**config.mk**
```make
export PLATFORM = sky130hd
export DESIGN_NAME = winner_policy_flat
export DESIGN_NICKNAME = d
export VERILOG_FILES = /design/src/rtl/winner_policy_if.sv /design/src/rtl/winner_policy.sv /design/src/flat_wrapper.sv
export SDC_FILE = /design/constraint.sdc
export NUM_CORES = 1
export LEC_CHECK = 0
export BUFFER_PORTS_ARGS = -buffer_cell sky130_fd_sc_hd__buf_2
export CORE_MARGIN = 4
export CORE_UTILIZATION = 40
export DETAILED_ROUTE_END_ITERATION = 10
export GPL_ROUTABILITY_DRIVEN = 0
export SETUP_SLACK_MARGIN = 0.3
export SYNTH_ARGS = -nofsm -noshare
export SYNTH_HDL_FRONTEND = slang
export SYNTH_SLANG_ARGS = --single-unit
```
**constraint.sdc**
```tcl
create_clock -name clock -period 2.3 [get_ports clock]
set_input_delay 0.46 -clock clock [delete_from_list [all_inputs] [get_ports clock]]
set_output_delay 0.46 -clock clock [all_outputs]
set_load 0.1 [all_outputs]
```
**src/rtl/winner_policy_if.sv**
```systemverilog
// Bus between the routing-decision stage and its environment: upstream
// handshake, node-memory read port and the decision outputs.
interface winner_policy_if #(
    parameter int unsigned WORD_WIDTH = 16
);
    logic                  start;
    logic [WORD_WIDTH-1:0] besthop;
    logic [WORD_WIDTH-1:0] address;
    logic [WORD_WIDTH-1:0] data_in;
    logic [WORD_WIDTH-1:0] nexthop;
    logic                  explored;
    logic                  done;

    modport master (
        output start, besthop, data_in,
        input  address, nexthop, explored, done
    );

    modport slave (
        input  start, besthop, data_in,
        output address, nexthop, explored, done
    );
endinterface

```
**src/rtl/winner_policy.sv**
```systemverilog
// Epsilon-greedy next-hop selection: exploit the upstream besthop, or explore
// a pseudo-random entry of the betterneighbors table read from node memory.
module winner_policy #(
    parameter int unsigned           WORD_WIDTH      = 16,
    parameter logic [7:0]            EPSILON         = 8'd26,
    parameter logic [7:0]            LFSR_SEED       = 8'hA5,
    parameter logic [WORD_WIDTH-1:0] BETTER_BASE     = 16'h0668,
    parameter logic [WORD_WIDTH-1:0] BETTER_CNT_ADDR = 16'h068C,
    parameter int unsigned           MAX_BETTER      = 16
) (
    input  logic            clock,
    input  logic            rst,
    winner_policy_if.slave  bus
);
    localparam int unsigned CW = $clog2(MAX_BETTER + 1);
    localparam logic [CW-1:0] MAX_CNT = CW'(MAX_BETTER);

    typedef enum logic [2:0] {
        IDLE,
        RD_CNT,
        CNT_WAIT,
        DRAW,
        MOD,
        RD_NB,
        NB_WAIT,
        DONE
    } state_t;

    state_t                state_q, state_d;
    logic [WORD_WIDTH-1:0] addr_q, addr_d;
    logic [WORD_WIDTH-1:0] nexthop_q, nexthop_d;
    logic                  explored_q, explored_d;
    logic                  done_q, done_d;
    logic [7:0]            lfsr_q, lfsr_d;
    logic [CW-1:0]         cnt_q, cnt_d;
    logic [CW-1:0]         idx_q, idx_d;
    logic                  lfsr_fb;

    // x^8+x^6+x^5+x^4+1, Fibonacci form shifting left
    assign lfsr_fb = lfsr_q[7] ^ lfsr_q[5] ^ lfsr_q[4] ^ lfsr_q[3];

    always_ff @(posedge clock) begin
        if (rst) begin
            state_q    <= IDLE;
            addr_q     <= '0;
            nexthop_q  <= '0;
            explored_q <= 1'b0;
            done_q     <= 1'b0;
            lfsr_q     <= LFSR_SEED;
            cnt_q      <= '0;
            idx_q      <= '0;
        end else begin
            state_q    <= state_d;
            addr_q     <= addr_d;
            nexthop_q  <= nexthop_d;
            explored_q <= explored_d;
            done_q     <= done_d;
            lfsr_q     <= lfsr_d;
            cnt_q      <= cnt_d;
            idx_q      <= idx_d;
        end
    end

    always_comb begin
        state_d    = state_q;
        addr_d     = addr_q;
        nexthop_d  = nexthop_q;
        explored_d = explored_q;
        lfsr_d     = lfsr_q;
        cnt_d      = cnt_q;
        idx_d      = idx_q;

        unique case (state_q)
            IDLE: begin
                addr_d = '0;
                if (bus.start) begin
                    state_d = RD_CNT;
                    addr_d  = BETTER_CNT_ADDR;
                end
            end
            RD_CNT: state_d = CNT_WAIT;
            CNT_WAIT: begin
                if (bus.data_in > WORD_WIDTH'(MAX_BETTER)) begin
                    cnt_d = MAX_CNT;
                end else begin
                    cnt_d = bus.data_in[CW-1:0];
                end
                state_d = DRAW;
            end
            DRAW: begin
                lfsr_d = {lfsr_q[6:0], lfsr_fb};
                if ((lfsr_q < EPSILON) && (cnt_q != '0)) begin
                    idx_d   = CW'(lfsr_q[3:0]);
                    state_d = MOD;
                end else begin
                    nexthop_d  = bus.besthop;
                    explored_d = 1'b0;
                    state_d    = DONE;
                end
            end
            // Modulo by repeated subtraction, one step per cycle
            MOD: begin
                if (idx_q >= cnt_q) begin
                    idx_d = idx_q - cnt_q;
                end else begin
                    addr_d  = BETTER_BASE + (WORD_WIDTH'(idx_q) << 1);
                    state_d = RD_NB;
                end
            end
            RD_NB: state_d = NB_WAIT;
            NB_WAIT: begin
                nexthop_d  = bus.data_in;
                explored_d = 1'b1;
                state_d    = DONE;
            end
            DONE: state_d = DONE;
            default: begin
                state_d = IDLE;
                addr_d  = '0;
            end
        endcase

        done_d = (state_d == DONE);
    end

    assign bus.address  = addr_q;
    assign bus.nexthop  = nexthop_q;
    assign bus.explored = explored_q;
    assign bus.done     = done_q;
endmodule

```
**src/flat_wrapper.sv**
```systemverilog
// flat-port wrapper written by rule: the top's interface ports become plain ports
module winner_policy_flat 
#(
    parameter int unsigned           WORD_WIDTH      = 16,
    parameter logic [7:0]            EPSILON         = 8'd26,
    parameter logic [7:0]            LFSR_SEED       = 8'hA5,
    parameter logic [WORD_WIDTH-1:0] BETTER_BASE     = 16'h0668,
    parameter logic [WORD_WIDTH-1:0] BETTER_CNT_ADDR = 16'h068C,
    parameter int unsigned           MAX_BETTER      = 16
)
  (clock, rst, bus_start, bus_besthop, bus_data_in, bus_address, bus_nexthop, bus_explored, bus_done);
  winner_policy_if #(.WORD_WIDTH(WORD_WIDTH)) bus_i ();
  input  logic clock;
  input  logic rst;
  input wire logic [$bits(bus_i.start)-1:0] bus_start;
  input wire logic [$bits(bus_i.besthop)-1:0] bus_besthop;
  input wire logic [$bits(bus_i.data_in)-1:0] bus_data_in;
  output wire logic [$bits(bus_i.address)-1:0] bus_address;
  output wire logic [$bits(bus_i.nexthop)-1:0] bus_nexthop;
  output wire logic [$bits(bus_i.explored)-1:0] bus_explored;
  output wire logic [$bits(bus_i.done)-1:0] bus_done;
  assign bus_i.start = bus_start;
  assign bus_i.besthop = bus_besthop;
  assign bus_i.data_in = bus_data_in;
  assign bus_address = bus_i.address;
  assign bus_nexthop = bus_i.nexthop;
  assign bus_explored = bus_i.explored;
  assign bus_done = bus_i.done;
  winner_policy #(.WORD_WIDTH(WORD_WIDTH), .EPSILON(EPSILON), .LFSR_SEED(LFSR_SEED), .BETTER_BASE(BETTER_BASE), .BETTER_CNT_ADDR(BETTER_CNT_ADDR), .MAX_BETTER(MAX_BETTER)) u_core (.clock(clock), .rst(rst), .bus(bus_i));
endmodule
```
==> metrics.md <==
| Metric | Value |
|---|---|
| Status | `finished, final reports clean` |
| Die width | `between 80 and 90 um` |
| Max Cap Violations | `0` |
| Crit path from | `u_core.cnt_q[1]$_SDFFE_PP0N_` |
| R2R cell count | `8` |
| Largest net degree at the start of global routing | `34` |
| DR WL/cell | `approximately 14 um` |
| Synth warn | `0` |
| Chip height | `~84 um` |
| CP Cell Sequence | `inv_1 -> ha_4 -> nand2b_1 -> a21oi_2 -> o21ai_4 -> a221oi_4 -> mux2i_1 -> nor2_1` |
| Sequential cell area fraction in the yosys report | `roughly two fifths` |
| Routed Antenna Nets | `0` |
| Site row count | `27` |
| Die area | `between 0.007 and 0.008 sq mm` |
| Max Slew Vio Count | `0` |
| Initial core utilization | `around two fifths` |
| Final setup vio count | `0` |
| Worst-path fanout max | `6` |
| Arr. time, crit path | `roughly 2200 ps` |
| Ratio of cells with drive above 1 in the final layout | `a little under a third` |
| Antenna cell count | `0` |
| Io pins | `69` |
| Setup tns final | `0 ps` |
| Clock Power Share | `between 20 and 30%` |
| Vias in the first global route | `1931` |
| Worst r2r dst | `u_core.idx_q[3]$_SDFFE_PP0P_` |
| Maximum vdd drop | `around 360 uV` |
| Drt drc | `0` |
| Detailed Routing Iterations Pass 1 | `4` |
| Pwr Total | `approximately 2.1 mW` |
| Comb pwr share | `a little under 30%` |
| Synth cell types | `44` |
| PortBufs | `61` |
| Clock Latency Late Sink | `approximately 300 ps` |
| Place WS | `between 150 and 200 ps` |
| Delay-heaviest family, CP | `compound AO/OA/AOI/OAI gates` |
| TritonCTS sink count | `47` |
| Fillers | `roughly 560` |
| Final period util | `between 80 and 90%` |
| Yosys top cell by area | `dfxtp_1` |
| Leakage | `about 1.2 nW` |
| Mapped Cells | `approximately 260` |
| Clock Tree Root | `clkbuf_8` |
| Sum of buffers and inverters on the critical path | `1` |
| Global-route wire length before repair | `8750 um` |
| Critical Path End | `u_core.idx_q[3]$_SDFFE_PP0P_` |
| Fmax | `slightly above 0.5 GHz` |
| Post-synth ARST share | `0%` |
| Slew headroom | `roughly 60%` |
| Initial antenna violation count | `0` |
| Cell Area, Placed | `between 0.002 and 0.003 sq mm` |
| Layout area overhead | `24.9%` |
| Core Region | `0.00554 sq mm` |
| Number of H-tree levels | `2` |
| Final setup margin | `roughly 320 ps` |
| Worst r2r src | `u_core.cnt_q[1]$_SDFFE_PP0N_` |
| Hold depth | `3` |
| Synth cell count leaders | `dfxtp_1, nor2_1, nand2_1` |
| Clock tree buffer depth | `2` |
| Slew @ Worst Pin | `605 ps` |
| Sequential Power Share | `a little over two fifths` |
| Crit path time final | `between 1500 and 2000 ps` |
| Mapped cell area | `0.00230 sq mm` |
| CTS tree | `yes` |
| Synth Register Bits | `47` |
| Count leader, synth | `dfxtp_1` |
| Final hold vios | `0` |
| Worst setup SP type | `register` |
| R2r setup slk | `about 320 ps` |
| TritonCTS Buffers | `5` |
| Initial DRC count | `89` |
| Via count | `2036` |
| Final net count | `between 300 and 400` |
| DP Wirelength | `a little under 4000 um` |
| Critical path capture point type | `register` |
| Cell-internal power | `~1.4 mW` |
| Grt total ovfl | `0` |
| Final Skew | `approximately 5.4 ps` |
| Clock-pin transition on the worst setup and hold timing paths | `~80 ps` |
| Total GRT Usage | `between 10% and 20%` |
| Min-Delay Path Class | `in2reg` |
| Area share of the largest cell type after synthesis | `about two fifths` |
| WL final | `~5500 um` |
| RSZ-0062 raised after global routing | `true` |
| Post-synth EDFFs | `0` |
| Main synth FF type | `dfxtp_1` |
| Worst EP required | `2500 ps` |
| PwrDens | `739 mW/mm^2` |
| Synth Area per Inst | `about 8.8 sq um` |
| Slowest CP cell | `a221oi_4` |
| WHS | `425 ps` |
| CP max stage delay | `about 400 ps` |
| Largest cells by area after synthesis | `dfxtp_1, mux2i_1, nor2_1, a211oi_1, nand2_1` |
| CP Depth | `8` |
| Kind of critical path | `reg2reg` |
| Vias per cell | `5.09` |
| Net Sw Frac | `a little over a third` |
| P_sw | `768 uW` |
| Fin area | `between 0.002 and 0.003 sq mm` |
state kept, by name, indices dropped and copies added (netlist names):
| name | flops |
|---|---|
| u_core.bus.address | 8 |
| u_core.bus.done | 1 |
| u_core.bus.explored | 1 |
| u_core.bus.nexthop | 16 |
| u_core.cnt_q | 5 |
| u_core.idx_q | 5 |
| u_core.lfsr_q | 8 |
| u_core.state_q | 3 |
routing by layer:
layer  vias up  part of all wire [%]  track usage, %
met5         -                     0               0
li1       1029                     -               -
met3        10                   6.2            4.74
met2        63                    47            24.5
met4         0                   1.9            4.09
met1       934                    45            19.1
power by group through the flow:
| stage | Clock, mW | Combinational [mW] | Sequential, mW |
|---|---|---|---|
| 2_1_floorplan | 0 | 0.301 | 1.12 |
| 3_3_place_gp | 0 | 0.587 | 0.925 |
| 3_5_place_dp | 0 | 0.590 | 0.925 |
| 4_1_cts | 0.600 | 0.612 | 0.908 |
| 5_1_grt | 0.642 | 0.669 | 0.916 |
| 6_report | 0.588 | 0.631 | 0.908 |
cells in the final DEF, fill, tap and decap left out, drive strengths merged, types with 2 or more instances in the layout:
cell type	count
a22oi	4
clkbuf	6
o211ai	2
nor3	2
inv	11
ha	7
o21ai	8
mux2i	22
nand3b	4
nor2	40
conb	7
dfxtp	47
xnor2	4
a221oi	2
or2	2
a211oi	18
a21oi	16
nand2b	3
nand2	24
nor4	3
buf	74
nand3	5
cells by family after synthesis:
logic type / synth area share (%)
simple gates: 17.5
compound gates: 17.3
flops: 40.8
buf+inv: 8.14
mux: 9.55
fa+ha+maj: 4.67
xor+xnor: 1.90
other cells: 0.163
cell type report:
class | instances | area (sq um) | share of cell area (%)
multi-input combinational | 189 | 1280 | 44.4
sequential | 47 | 950 | 33.0
timing repair buffer | 74 | 415 | 14.4
tap | 72 | 90.1 | 3.13
clock buffer | 6 | 72.6 | 2.52
inverter | 11 | 41.3 | 1.43
clock inverter | 1 | 30.0 | 1.04
worst reg2reg max path: cells and delay by family (launching register included):
kind	cells	cell delay [ps]
AO/OA/AOI/OAI	3	770
adder cells (fa/ha/maj)	1	270
buffers and inverters	1	70
flip-flops	1	380
multiplexers	1	250
AND/OR/NAND/NOR	2	150
what timing repair did:
item,CTS,global route
pin swaps,2,5
cloned,0,0
resized for setup,3,14
buffers inserted,3,4
setup endpoints to repair,25,25
endpoints found under the hold margin,0,0
hold buffers,0,0
how the worst min path moves through the flow:
stage | from | endpoint | slack [ps]
after floorplan | u_core.lfsr_q[0]$_SDFFE_PP1P_ | u_core.lfsr_q[1]$_SDFFE_PP0P_ | 450
final | bus_data_in[2] | u_core.cnt_q[2]$_SDFFE_PP0N_ | 430
after global routing | bus_data_in[5] | u_core.bus.nexthop[5]$_SDFFE_PP0P_ | 440
after detailed placement | u_core.bus.address[6]$_SDFFE_PP0P_ | u_core.bus.address[6]$_SDFFE_PP0P_ | 450
after global placement | u_core.bus.address[6]$_SDFFE_PP0P_ | u_core.bus.address[6]$_SDFFE_PP0P_ | 450
after CTS | bus_data_in[2] | u_core.cnt_q[2]$_SDFFE_PP0N_ | 430
through the flow:
stage | cells | util (%)
after floorplan | 269 | -
after global placement | 386 | 47.3
after detailed placement | 386 | 47.3
after CTS | 396 | 50.3
after global routing | 400 | 51.9
final | 400 | 51.9
Power figures use the tool's default switching activity.
